**src/rtl/memory_arbiter_if.sv**
```systemverilog
// Bundle of the two requester channels and the memory_unit pins for memory_arbiter.
// The arbiter takes the slave modport; requesters and the memory_unit side take master.
interface memory_arbiter_if #(
  parameter int ADDR_W = 3,
  parameter int DATA_W = 8
);

  // Requester A channel
  logic              a_valid;
  logic              a_ready;
  logic              a_we;
  logic [ADDR_W-1:0] a_addr;
  logic [DATA_W-1:0] a_wdata;
  logic              a_rsp_valid;
  logic [DATA_W-1:0] a_rsp_rdata;

  // Requester B channel
  logic              b_valid;
  logic              b_ready;
  logic              b_we;
  logic [ADDR_W-1:0] b_addr;
  logic [DATA_W-1:0] b_wdata;
  logic              b_rsp_valid;
  logic [DATA_W-1:0] b_rsp_rdata;

  // memory_unit pins
  logic              mem_select;
  logic              mem_op;
  logic [ADDR_W-1:0] mem_addr;
  logic [DATA_W-1:0] mem_data_in;
  logic [DATA_W-1:0] mem_data_out;

  // Status
  logic              busy;

  modport slave (
    input  a_valid, a_we, a_addr, a_wdata,
    output a_ready, a_rsp_valid, a_rsp_rdata,
    input  b_valid, b_we, b_addr, b_wdata,
    output b_ready, b_rsp_valid, b_rsp_rdata,
    output mem_select, mem_op, mem_addr, mem_data_in,
    input  mem_data_out,
    output busy
  );

  modport master (
    output a_valid, a_we, a_addr, a_wdata,
    input  a_ready, a_rsp_valid, a_rsp_rdata,
    output b_valid, b_we, b_addr, b_wdata,
    input  b_ready, b_rsp_valid, b_rsp_rdata,
    input  mem_select, mem_op, mem_addr, mem_data_in,
    output mem_data_out,
    input  busy
  );

endinterface

```
**src/rtl/memory_arbiter.sv**
```systemverilog
// Two-requester round-robin arbiter and sequencer for the 8x8 memory_unit.
// One transaction at a time: IDLE (accept) -> ISSUE (select) -> WAIT (capture) -> RESP (pulse).
module memory_arbiter #(
  parameter int ADDR_W = 3,
  parameter int DATA_W = 8
) (
  input  logic                 clk,
  input  logic                 rst_n,
  memory_arbiter_if.slave      bus
);

  localparam logic [1:0] IDLE  = 2'd0;
  localparam logic [1:0] ISSUE = 2'd1;
  localparam logic [1:0] WAIT  = 2'd2;
  localparam logic [1:0] RESP  = 2'd3;

  logic [1:0]        state;
  logic              ptr;        // 0 = A has priority, 1 = B has priority
  logic              gnt_id;     // 0 = A, 1 = B
  logic              lat_we;

  logic              req_any;
  logic              grant_b;
  logic              accept;
  logic              sel_we;
  logic [ADDR_W-1:0] sel_addr;
  logic [DATA_W-1:0] sel_wdata;

  logic              mem_select_q;
  logic              mem_op_q;
  logic [ADDR_W-1:0] mem_addr_q;
  logic [DATA_W-1:0] mem_data_in_q;
  logic              a_rsp_valid_q;
  logic              b_rsp_valid_q;
  logic [DATA_W-1:0] a_rsp_rdata_q;
  logic [DATA_W-1:0] b_rsp_rdata_q;

  // Round-robin choice and payload mux; acceptance only in IDLE and never under reset
  always_comb begin
    req_any   = bus.a_valid | bus.b_valid;
    grant_b   = bus.b_valid & (~bus.a_valid | ptr);
    accept    = rst_n & (state == IDLE) & req_any;
    sel_we    = grant_b ? bus.b_we    : bus.a_we;
    sel_addr  = grant_b ? bus.b_addr  : bus.a_addr;
    sel_wdata = grant_b ? bus.b_wdata : bus.a_wdata;
  end

  assign bus.a_ready = accept & ~grant_b;
  assign bus.b_ready = accept &  grant_b;
  assign bus.busy    = (state != IDLE);

  // Sequencer state, priority pointer and transaction latch
  always_ff @(posedge clk) begin
    if (!rst_n) begin
      state  <= IDLE;
      ptr    <= 1'b0;
      gnt_id <= 1'b0;
      lat_we <= 1'b0;
    end else begin
      case (state)
        IDLE: begin
          if (accept) begin
            state  <= ISSUE;
            gnt_id <= grant_b;
            ptr    <= ~grant_b;
            lat_we <= sel_we;
          end
        end
        ISSUE:   state <= WAIT;
        WAIT:    state <= RESP;
        RESP:    state <= IDLE;
        default: state <= IDLE;
      endcase
    end
  end

  // memory_unit drive: registered so select is high only during ISSUE; addr/data hold afterwards
  always_ff @(posedge clk) begin
    if (!rst_n) begin
      mem_select_q  <= 1'b0;
      mem_op_q      <= 1'b0;
      mem_addr_q    <= '0;
      mem_data_in_q <= '0;
    end else if (accept) begin
      mem_select_q  <= 1'b1;
      mem_op_q      <= sel_we;
      mem_addr_q    <= sel_addr;
      mem_data_in_q <= sel_we ? sel_wdata : '0;
    end else begin
      mem_select_q  <= 1'b0;
      mem_op_q      <= 1'b0;
    end
  end

  // Response pulse, raised on leaving WAIT so it is visible for the single RESP cycle
  always_ff @(posedge clk) begin
    if (!rst_n) begin
      a_rsp_valid_q <= 1'b0;
      b_rsp_valid_q <= 1'b0;
    end else begin
      a_rsp_valid_q <= (state == WAIT) & ~gnt_id;
      b_rsp_valid_q <= (state == WAIT) &  gnt_id;
    end
  end

  // Read data capture: memory data is valid in WAIT, so the response register loads at its end
  always_ff @(posedge clk) begin
    if (!rst_n) begin
      a_rsp_rdata_q <= '0;
      b_rsp_rdata_q <= '0;
    end else if ((state == WAIT) && !lat_we) begin
      if (gnt_id) begin
        b_rsp_rdata_q <= bus.mem_data_out;
      end else begin
        a_rsp_rdata_q <= bus.mem_data_out;
      end
    end
  end

  assign bus.mem_select  = mem_select_q;
  assign bus.mem_op      = mem_op_q;
  assign bus.mem_addr    = mem_addr_q;
  assign bus.mem_data_in = mem_data_in_q;
  assign bus.a_rsp_valid = a_rsp_valid_q;
  assign bus.b_rsp_valid = b_rsp_valid_q;
  assign bus.a_rsp_rdata = a_rsp_rdata_q;
  assign bus.b_rsp_rdata = b_rsp_rdata_q;

endmodule

```
**src/flat_wrapper.sv**
```systemverilog
// flat-port wrapper written by rule: the top's interface ports become plain ports
module memory_arbiter_flat 
#(
  parameter int ADDR_W = 3,
  parameter int DATA_W = 8
)
  (clk, rst_n, bus_a_valid, bus_a_we, bus_a_addr, bus_a_wdata, bus_a_ready, bus_a_rsp_valid, bus_a_rsp_rdata, bus_b_valid, bus_b_we, bus_b_addr, bus_b_wdata, bus_b_ready, bus_b_rsp_valid, bus_b_rsp_rdata, bus_mem_select, bus_mem_op, bus_mem_addr, bus_mem_data_in, bus_mem_data_out, bus_busy);
  memory_arbiter_if #(.ADDR_W(ADDR_W), .DATA_W(DATA_W)) bus_i ();
  input  logic clk;
  input  logic rst_n;
  input wire logic [$bits(bus_i.a_valid)-1:0] bus_a_valid;
  input wire logic [$bits(bus_i.a_we)-1:0] bus_a_we;
  input wire logic [$bits(bus_i.a_addr)-1:0] bus_a_addr;
  input wire logic [$bits(bus_i.a_wdata)-1:0] bus_a_wdata;
  output wire logic [$bits(bus_i.a_ready)-1:0] bus_a_ready;
  output wire logic [$bits(bus_i.a_rsp_valid)-1:0] bus_a_rsp_valid;
  output wire logic [$bits(bus_i.a_rsp_rdata)-1:0] bus_a_rsp_rdata;
  input wire logic [$bits(bus_i.b_valid)-1:0] bus_b_valid;
  input wire logic [$bits(bus_i.b_we)-1:0] bus_b_we;
  input wire logic [$bits(bus_i.b_addr)-1:0] bus_b_addr;
  input wire logic [$bits(bus_i.b_wdata)-1:0] bus_b_wdata;
  output wire logic [$bits(bus_i.b_ready)-1:0] bus_b_ready;
  output wire logic [$bits(bus_i.b_rsp_valid)-1:0] bus_b_rsp_valid;
  output wire logic [$bits(bus_i.b_rsp_rdata)-1:0] bus_b_rsp_rdata;
  output wire logic [$bits(bus_i.mem_select)-1:0] bus_mem_select;
  output wire logic [$bits(bus_i.mem_op)-1:0] bus_mem_op;
  output wire logic [$bits(bus_i.mem_addr)-1:0] bus_mem_addr;
  output wire logic [$bits(bus_i.mem_data_in)-1:0] bus_mem_data_in;
  input wire logic [$bits(bus_i.mem_data_out)-1:0] bus_mem_data_out;
  output wire logic [$bits(bus_i.busy)-1:0] bus_busy;
  assign bus_i.a_valid = bus_a_valid;
  assign bus_i.a_we = bus_a_we;
  assign bus_i.a_addr = bus_a_addr;
  assign bus_i.a_wdata = bus_a_wdata;
  assign bus_a_ready = bus_i.a_ready;
  assign bus_a_rsp_valid = bus_i.a_rsp_valid;
  assign bus_a_rsp_rdata = bus_i.a_rsp_rdata;
  assign bus_i.b_valid = bus_b_valid;
  assign bus_i.b_we = bus_b_we;
  assign bus_i.b_addr = bus_b_addr;
  assign bus_i.b_wdata = bus_b_wdata;
  assign bus_b_ready = bus_i.b_ready;
  assign bus_b_rsp_valid = bus_i.b_rsp_valid;
  assign bus_b_rsp_rdata = bus_i.b_rsp_rdata;
  assign bus_mem_select = bus_i.mem_select;
  assign bus_mem_op = bus_i.mem_op;
  assign bus_mem_addr = bus_i.mem_addr;
  assign bus_mem_data_in = bus_i.mem_data_in;
  assign bus_i.mem_data_out = bus_mem_data_out;
  assign bus_busy = bus_i.busy;
  memory_arbiter #(.ADDR_W(ADDR_W), .DATA_W(DATA_W)) u_core (.clk(clk), .rst_n(rst_n), .bus(bus_i));
endmodule
```
**config.mk**
```make
export PLATFORM = sky130hd
export DESIGN_NAME = memory_arbiter_flat
export DESIGN_NICKNAME = d
export VERILOG_FILES = /design/src/rtl/memory_arbiter_if.sv /design/src/rtl/memory_arbiter.sv /design/src/flat_wrapper.sv
export SDC_FILE = /design/constraint.sdc
export NUM_CORES = 1
export LEC_CHECK = 0
export CAP_MARGIN = 5
export CORE_ASPECT_RATIO = 2
export CORE_MARGIN = 2
export CORE_UTILIZATION = 40
export DETAILED_ROUTE_END_ITERATION = 7
export GPL_TIMING_DRIVEN = 1
export PLACE_DENSITY = 0.76
export SYNTH_ARGS = -nofsm -noshare
export SYNTH_HDL_FRONTEND = slang
export SYNTH_SLANG_ARGS = --single-unit
export TNS_END_PERCENT = 5
```
**constraint.sdc**
```tcl
create_clock -name clk -period 4.5 [get_ports clk]
set_input_delay 0.675 -clock clk [delete_from_list [all_inputs] [get_ports clk]]
set_output_delay 0.675 -clock clk [all_outputs]
set_load 0.05 [all_outputs]
```
==> results of run 1 <==
## cell usage after synthesis, drive strengths merged (2+ instances only)
cell    count
inv         5
and3        2
buf         4
nor2        2
a22oi       2
o21ai      10
a21oi       2
a2bb2o      8
clkbuf      7
ha          2
mux2i      16
nand3       9
nand2      12
a21boi     12
a32oi       2
dfxtp      36
nor2b      19
nor3b       2
## flip-flops by register name (all words and copies together) (netlist names), 2 cells and up
register,cells
u_core.bus.mem_data_in,8
u_core.state,2
u_core.bus.a_rsp_rdata,8
u_core.bus.b_rsp_rdata,8
u_core.bus.mem_addr,3
## power breakdown
group	leakage [nW]	switching, W	internal, W	total (W)
clock	0.0510	0.000108	0.000122	0.000230
combinational	0.584	0.000292	0.000192	0.000483
sequential	0.292	0.0000231	0.000364	0.000387
## logic make-up after synthesis
| family | count (synthesis) |
|---|---|
| mux | 16 |
| buf+inv | 16 |
| fa+ha+maj | 2 |
| compound gates | 39 |
| simple gates | 52 |
| flops | 36 |
## worst max path at each step
stage,slack [ns],from,cells past startpoint,to
global placement,1.08,bus_b_valid,5,bus_b_ready
floorplan,1.69,rst_n,3,bus_b_ready
detailed placement,1.05,bus_b_valid,5,bus_b_ready
global route,0.84,bus_b_valid,5,bus_b_ready
CTS,1.03,bus_b_valid,5,bus_b_ready
finish,1.03,bus_b_valid,5,bus_b_ready
## per-stage QoR
| stage | hold slack (ns) | total power (W) | instance area (µm²) |
|---|---|---|---|
| floorplan | 0.433 | 0.000733 | 1680 |
| global placement | 0.447 | 0.000877 | 2400 |
| detailed placement | 0.452 | 0.000882 | 2400 |
| CTS | 0.462 | 0.00111 | 2500 |
| global route | 0.481 | 0.00116 | 2500 |
| finish | 0.458 | 0.00110 | 2500 |
## cell type report
cell class	instances	area, µm²
Timing Repair Buffer	72	713
Clock inverter	2	10.0
Fill cell	391	1550
Sequential cell	36	721
Inverter	5	18.8
Multi-Input combinational cell	109	886
Clock buffer	6	82.6
Tap cell	52	65.1
## critical path: stages
cell and delay, ns:
clkdlybuf4s50_1 0.45, buf_4 0.20, inv_1 0.14, nor3_1 0.43, clkdlybuf4s50_1 0.89
## metal layers
layer | vias up | wire length [µm] | global-route usage [%]
met3 | 10 | 201 | 3.13
met4 | 0 | 123 | 10.9
met5 | - | 0 | 0
li1 | 700 | - | -
met1 | 627 | 1310 | 17.6
met2 | 59 | 2200 | 32.8
==> results.cfg, run 1 <==
[outcome]
status = completed

[global_routing]
grt_use_total_pct = 17.6
grt_start_max_net_pins = 37
grt-ovfl-total = 0
grt_first_pass_wirelength_um = 6260
grt_pass1_vias = 1324
antenna_found_initial = 0

[placed_design]
io_buffer_count = 69
dp_cells = 274
pre_cts_ws_ns = 1.05
dp_hpwl_um = 3010
gp_congestion = 0.807

[routing]
via_per_inst = 4.95
route.detailed.drc = 0
dr.pass1.iters = 4
vias = 1396
wl_um = 3830
drtAntennaViolNets = 0
drtIter0Drc = 10
wl_per_cell_um = 13.6

[critical_path]
crit_type = in -> out
cp.arrival_ns = 2.80
end_kind = output port
worstPathMaxFanout = 15
reg2regPathDepth = 8
cp.required_ns = 3.83
rr_endpoint = u_core.bus.mem_data_in[1]
regToRegStartpoint = u_core.state[0]
r2r_setup_slack_ns = 2.40
crit_path_start_kind = input port

[clock_network]
cts_buffer_depth = 2
cts_setup_buffers = 0
cts-htree-levels = 2
numCtsBuffers = 5
ctsHoldBuffers = 0
cts-root-buf = clkbuf_8
cts_num_sinks = 36
clock_latency_ns = 0.28
post_cts_resized = 0
clk_pin_slew_worst_paths_ns = 0.07
cts_tree = done

[floorplanning]
die_w_um = 49.8
boundaryPins = 70
die_area_um2 = 4760
die_h_um = 95.6
start_util_pct = 41.5
row_count = 33
coreArea_um2 = 4050

[sta]
relSlewSlack_pct = 43.3
period_share_pct = 77.1
rsz0062_at_grt = false
fin_crit_ns = 3.47
drv_slew = 0
finClkSkew_ns = 0.00415
max_freq_mhz = 288
setup_viol = 0
hold_violations = 0
setup_ws_ns = 1.03
worst_pin_slew_ns = 0.846
tns_ns = 0

[yosys]
synth.distinct_cells = 32
synth-edff-count = 0
syn_inst = 161
synth-simple-area-share_pct = 16.9
async_reset_ff_share_pct = 0
syn_area_um2 = 1680
synth-xor-area-share_pct = 0
synth_top_family_by_area = compound AO/OA/AOI/OAI gates
ys_seq_elements = 36
ys.flop_type = dfxtp_1
synth_adder_area_share_pct = 1.49
synth_compound_area_share_pct = 24.5
muxShareOfSynthArea_pct = 9.55
synth_nets = 199
syn_avg_cell_area_um2 = 10.4
ys_seq_area_share_pct = 43.0
synth_top_cell_by_area = dfxtp_1
synth_top_area_share_pct = 43.0
yosysWarnings = 0
ys_top_cells_by_area = dfxtp_1, a2bb2o_4, mux2i_1

[pwr]
irDropWorstVdd_mv = 0.301
leakagePower_nw = 0.927
p_per_area_nw_per_um2 = 441

[finish]
nets = 267
diodes = 0
utilization_pct = 61.7
final_cell_mix = clkdlybuf4s50_1, dfxtp_1, nor2b_1, mux2i_1, nand2_1
layout-drive-gt1-share_pct = 13.9
area_growth_pct = 48.8
final_common_cell = clkdlybuf4s50_1
stdcell_count = 282

[hold_path]
hold_depth = 2
worstHoldEndpoint = u_core.bus.mem_data_in[7]
hp-start = u_core.bus.mem_data_in[7]
hp-class = reg -> reg

[run]
maxCapViolations = 0
Power figures use the tool's default switching activity.
==> run 2, diff against run 1 <==
--- a/config.mk
+++ b/config.mk
@@ -8,10 +8,10 @@
 export CAP_MARGIN = 5
 export CORE_ASPECT_RATIO = 2
 export CORE_MARGIN = 2
-export CORE_UTILIZATION = 40
+export CORE_UTILIZATION = 38
 export DETAILED_ROUTE_END_ITERATION = 7
 export GPL_TIMING_DRIVEN = 1
-export PLACE_DENSITY = 0.76
+export PLACE_DENSITY = 0.75
 export SYNTH_ARGS = -nofsm -noshare
 export SYNTH_HDL_FRONTEND = slang
 export SYNTH_SLANG_ARGS = --single-unit
==> constraint.sdc (replaced) <==
create_clock -name clk -period 2.8 [get_ports clk]
set_input_delay 0.42 -clock clk [delete_from_list [all_inputs] [get_ports clk]]
set_output_delay 0.42 -clock clk [all_outputs]
set_load 0.05 [all_outputs]
==> run 2 against run 1 <==
  * Global-route usage down 1.2 points
  * Core utilization down 2.4 points
  * Clock power up 92%
  * Critical endpoint is now bus_a_ready
  * Largest cell class unchanged
  * Cell area up 2.1%
  * Highest routed layer unchanged
  * Wire length down 0.94%
  * Total power up 69%
  * Largest power group unchanged
  * Non-clock buffer count up 2
  * Final cell count up 1.4%
  * Critical path type unchanged
  * First-iteration DRC count up 50%
==> results.cfg, run 2 (synthesis results as in run 1) <==
[clock_network]
cts-root-buf = clkbuf_8
ctsHoldBuffers = 0
cts_setup_buffers = 0
post_cts_resized = 0
cts_buffer_depth = 2
clock_latency_ns = 0.28
clk_pin_slew_worst_paths_ns = 0.07
cts-htree-levels = 2
cts_tree = done
cts_num_sinks = 36
numCtsBuffers = 5

[floorplanning]
boundaryPins = 70
die_w_um = 51.0
row_count = 34
die_h_um = 98.0
die_area_um2 = 5000
coreArea_um2 = 4300
start_util_pct = 39.1

[global_routing]
grt_pass1_vias = 1339
grt_start_max_net_pins = 36
grt-ovfl-total = 0
grt_first_pass_wirelength_um = 6200
grt_use_total_pct = 16.4
antenna_found_initial = 0

[critical_path]
critical-path-max-stage-delay_ns = 0.58
worstPathMaxFanout = 12
cp.required_ns = 2.38
crit_slowest_cell = clkdlybuf4s50_1
crit_buf_inv = 2
crit_type = in -> out
path_delay_family = buffers and inverters
cp.arrival_ns = 1.96
path_cells = clkdlybuf4s50_1 > nand2b_1 > a21oi_1 > buf_12
end_kind = output port
crit_path_start_kind = input port

[finish]
final_common_cell = clkdlybuf4s50_1
area_growth_pct = 51.9
nFillCells = 381
final_cell_mix = clkdlybuf4s50_1, dfxtp_1, nor2b_1, mux2i_1, nand2_1
diodes = 0
nets = 269
layout-drive-gt1-share_pct = 15.1

[run]
maxCapViolations = 0

[sta]
max_freq_mhz = 420
setup_viol = 0
whs_ns = 0.456
fin_crit_ns = 2.38
tns_ns = 0
period_share_pct = 85.0
drv_slew = 0
relSlewSlack_pct = 40.8
rsz0062_at_grt = false
finClkSkew_ns = 0.00533
worst_pin_slew_ns = 0.885
hold_violations = 0

[hold_path]
hp-class = reg -> reg

[pwr]
irDropWorstVdd_mv = 0.482
p_switching_w = 0.000688
p_per_area_nw_per_um2 = 731
p_comb_share_pct = 42.9
leakagePower_nw = 0.952
swShare_pct = 36.9
clkPwrFrac_pct = 23.7
p_int_w = 0.00117
p_seq_share_pct = 33.4

[routing]
drtIter0Drc = 15
route.detailed.drc = 0
vias = 1401
drtAntennaViolNets = 0
via_per_inst = 4.90
wl_per_cell_um = 13.3
dr.pass1.iters = 4
wl_um = 3800

[placed_design]
gp_congestion = 0.767
dp_hpwl_um = 2900
io_buffer_count = 69

[outcome]
status = completed
## run 2: changes by cell type in the layout (fill, tap and decap cells not counted), sizes merged
cell           previous run  this run
buf                       3         7
bufinv                    0         1
clkdlybuf4s50            69        67
clkinv                    2         1
## run 2: power groups by stage
stage	logic, W	clock network [W]	registers, W
CTS	0.000804	0.000455	0.000624
detailed placement	0.000803	0	0.000635
floorplan	0.000377	0	0.000802
finish	0.000798	0.000441	0.000623
global placement	0.000795	0	0.000634
global route	0.000848	0.000482	0.000633
## run 2: metrics by stage
step | cell area, µm² | instances | power (W) | util [%] | setup slack (ns)
after floorplan | 1680 | 161 | 0.00118 | - | 0.430
after global placement | 2440 | 278 | 0.00143 | 56.8 | 0.499
after detailed placement | 2440 | 278 | 0.00144 | 56.8 | 0.443
after CTS | 2550 | 286 | 0.00188 | 59.3 | 0.424
after global routing | 2550 | 286 | 0.00196 | 59.3 | 0.325
final | 2550 | 286 | 0.00186 | 59.3 | 0.420
## run 2: final cells by class
cell class	count	area, µm²	share of cell area [%]
Timing Repair Buffer	74	748	29.4
Clock inverter	2	35.0	1.37
Clock buffer	6	72.6	2.85
Inverter	5	18.8	0.736
Tap cell	54	67.6	2.65
Sequential cell	36	721	28.3
Multi-Input combinational cell	109	886	34.8
## run 2: path summary, 6_finish.rpt
kind	from	end	slack, ns	cells after the start
hold / removal	u_core.bus.mem_data_in[7]	u_core.bus.mem_data_in[7]	0.46	2
setup reg to reg	u_core.state[0]	u_core.bus.mem_data_in[3]	0.74	7
setup / recovery	bus_a_valid	bus_a_ready	0.42	4
hold reg to reg	u_core.bus.mem_data_in[7]	u_core.bus.mem_data_in[7]	0.46	2
## run 2: worst register-to-register path: stages, from the launching register on
cell,delay [ns]
dfxtp_1,0.30
inv_1,0.09
ha_1,0.35
o211ai_4,0.21
inv_2,0.12
and4_1,0.56
a2bb2o_4,0.25
a21boi_2,0.12
## run 2: layer usage
layer / track usage [%] / up-vias / part of all wire [%]
met4: 8.32 / 0 / 2.9
met3: 3.36 / 8 / 4.2
li1: - / 705 / -
met1: 18.1 / 631 / 39
met5: 0 / - / 0
met2: 28.5 / 57 / 54
==> run 3, diff against run 2 <==
--- a/config.mk
+++ b/config.mk
@@ -11,7 +11,7 @@
 export CORE_UTILIZATION = 38
 export DETAILED_ROUTE_END_ITERATION = 7
 export GPL_TIMING_DRIVEN = 1
-export PLACE_DENSITY = 0.75
+export PLACE_DENSITY = 0.79
 export SYNTH_ARGS = -nofsm -noshare
 export SYNTH_HDL_FRONTEND = slang
 export SYNTH_SLANG_ARGS = --single-unit
==> run 3 against run 2 <==
  * Count of clock-buffer cells in the layout up 1
  * First-iteration DRC count up 53%
  * Non-clock buffer count up 2
  * Core utilization up 0.087 points
  * Clock skew up 0.0014 ns
  * Wire length down 3.6%
  * Clock power down 13%
  * Final cell count up 0.35%
==> results.cfg, run 3 (synthesis results as in run 1) <==
[sta]
fin_crit_ns = 2.33
max_freq_mhz = 429
whs_ns = 0.457
worst_pin_slew_ns = 0.838
hold_violations = 0
tns_ns = 0
setup_ws_ns = 0.470
relSlewSlack_pct = 43.9
period_share_pct = 83.2
drv_slew = 0
finClkSkew_ns = 0.00670
setup_viol = 0
rsz0062_at_grt = false

[global_routing]
antenna_found_initial = 0
grt_first_pass_wirelength_um = 6090
grt_use_total_pct = 16.2
grt_start_max_net_pins = 37
grt-ovfl-total = 0
grt_pass1_vias = 1352

[clock_network]
numCtsBuffers = 5
cts-root-buf = clkbuf_8
clock_latency_ns = 0.28
clk_pin_slew_worst_paths_ns = 0.07
cts_num_sinks = 36
ctsHoldBuffers = 0
cts_tree = done
cts_setup_buffers = 0
cts-htree-levels = 2
post_cts_resized = 0
cts_buffer_depth = 2

[routing]
wl_per_cell_um = 12.8
route.detailed.drc = 0
via_per_inst = 4.94
dr.pass1.iters = 4
drtIter0Drc = 23
dr_wl_met2_um = 2040
wl_um = 3660
drtAntennaViolNets = 0
dr_wl_met3_um = 221
dr.max_layer_used = met4
vias = 1419
met1_length_um = 1280

[critical_path]
critical-path-max-stage-delay_ns = 0.63
worstPathMaxFanout = 10
regToRegStartpoint = u_core.state[0]
r2r_setup_slack_ns = 0.81
path_cells = clkdlybuf4s50_1 > buf_4 > inv_1 > nor3_1 > buf_4 > buf_12
rr_endpoint = u_core.bus.mem_data_in[4]
end_kind = output port
cp.arrival_ns = 1.91
crit_path_start_kind = input port
crit_slowest_cell = clkdlybuf4s50_1
reg2regPathDepth = 7
worst_path_most_repeated_cell = buf_4
cp.required_ns = 2.38
crit_type = in -> out

[pwr]
p_per_area_nw_per_um2 = 709
irDropWorstVdd_mv = 0.485
leakagePower_nw = 0.957

[floorplanning]
coreArea_um2 = 4300
row_count = 34
boundaryPins = 70
start_util_pct = 39.1
die_w_um = 51.0
die_h_um = 98.0
die_area_um2 = 5000

[placed_design]
dp_hpwl_um = 2860
pre_cts_ws_ns = 0.491
dp_cells = 280
io_buffer_count = 69
gp_congestion = 0.852
placed_cell_area_um2 = 2460

[finish]
diodes = 0
stdcell_count = 287
final_common_cell = clkdlybuf4s50_1
area_growth_pct = 52.1
stdcell_area_um2 = 2550
nets = 271
final_cell_mix = clkdlybuf4s50_1, dfxtp_1, nor2b_1, mux2i_1, nand2_1
layout-drive-gt1-share_pct = 15.9

[hold_path]
hold_depth = 2
hp-start = u_core.bus.mem_data_in[1]
worstHoldEndpoint = u_core.bus.mem_data_in[1]
hp-class = reg -> reg

[run]
maxCapViolations = 0

[outcome]
status = completed
-- run 3: cell types whose count changed in the layout (fill, tap and decap cells not counted), sizes merged --
cell and change:
buf +2, bufinv -1, clkbuf +1, clkinv -1
-- run 3: cell type report --
type,count,area (µm²)
fill,378,1740
multi-input combinational,109,886
timing repair buffer,76,763
sequential,36,721
clock buffer,7,96.3
tap,54,67.6
inverter,5,18.8
-- run 3: routing by layer --
metal / global-route usage, % / vias up
li1: - / 706
met5: 0 / -
met2: 29.4 / 58
met1: 15.8 / 646
met4: 9.36 / 0
met3: 3.82 / 9
-- run 3: worst max path at each step --
| stage | startpoint | to | slack (ns) | cells after the start |
|---|---|---|---|---|
| CTS | u_core.state[1] | bus_busy | 0.47 | 4 |
| finish | bus_b_valid | bus_b_ready | 0.47 | 6 |
| detailed placement | bus_b_valid | bus_b_ready | 0.49 | 6 |
| floorplan | u_core.state[0] | bus_b_ready | 0.43 | 5 |
| global route | u_core.state[1] | bus_busy | 0.36 | 4 |
| global placement | bus_b_valid | bus_b_ready | 0.49 | 6 |
-- run 3: worst max-delay path: cells and delay by family --
kind	cells	cell delay (ns)
simple gates	1	0.20
buf+inv	5	1.28
-- run 3: stage by stage --
| step | total power (W) | utilization [%] |
|---|---|---|
| floorplan | 0.00118 | - |
| global placement | 0.00143 | 57.2 |
| detailed placement | 0.00144 | 57.2 |
| CTS | 0.00183 | 59.4 |
| global route | 0.00191 | 59.4 |
| finish | 0.00181 | 59.4 |
-- run 3: where the power goes --
part	switching, W	total (W)	leakage, nW	internal, W
clock	0.000167	0.000385	0.0503	0.000219
sequential	0.0000374	0.000623	0.292	0.000585
combinational	0.000473	0.000802	0.614	0.000329
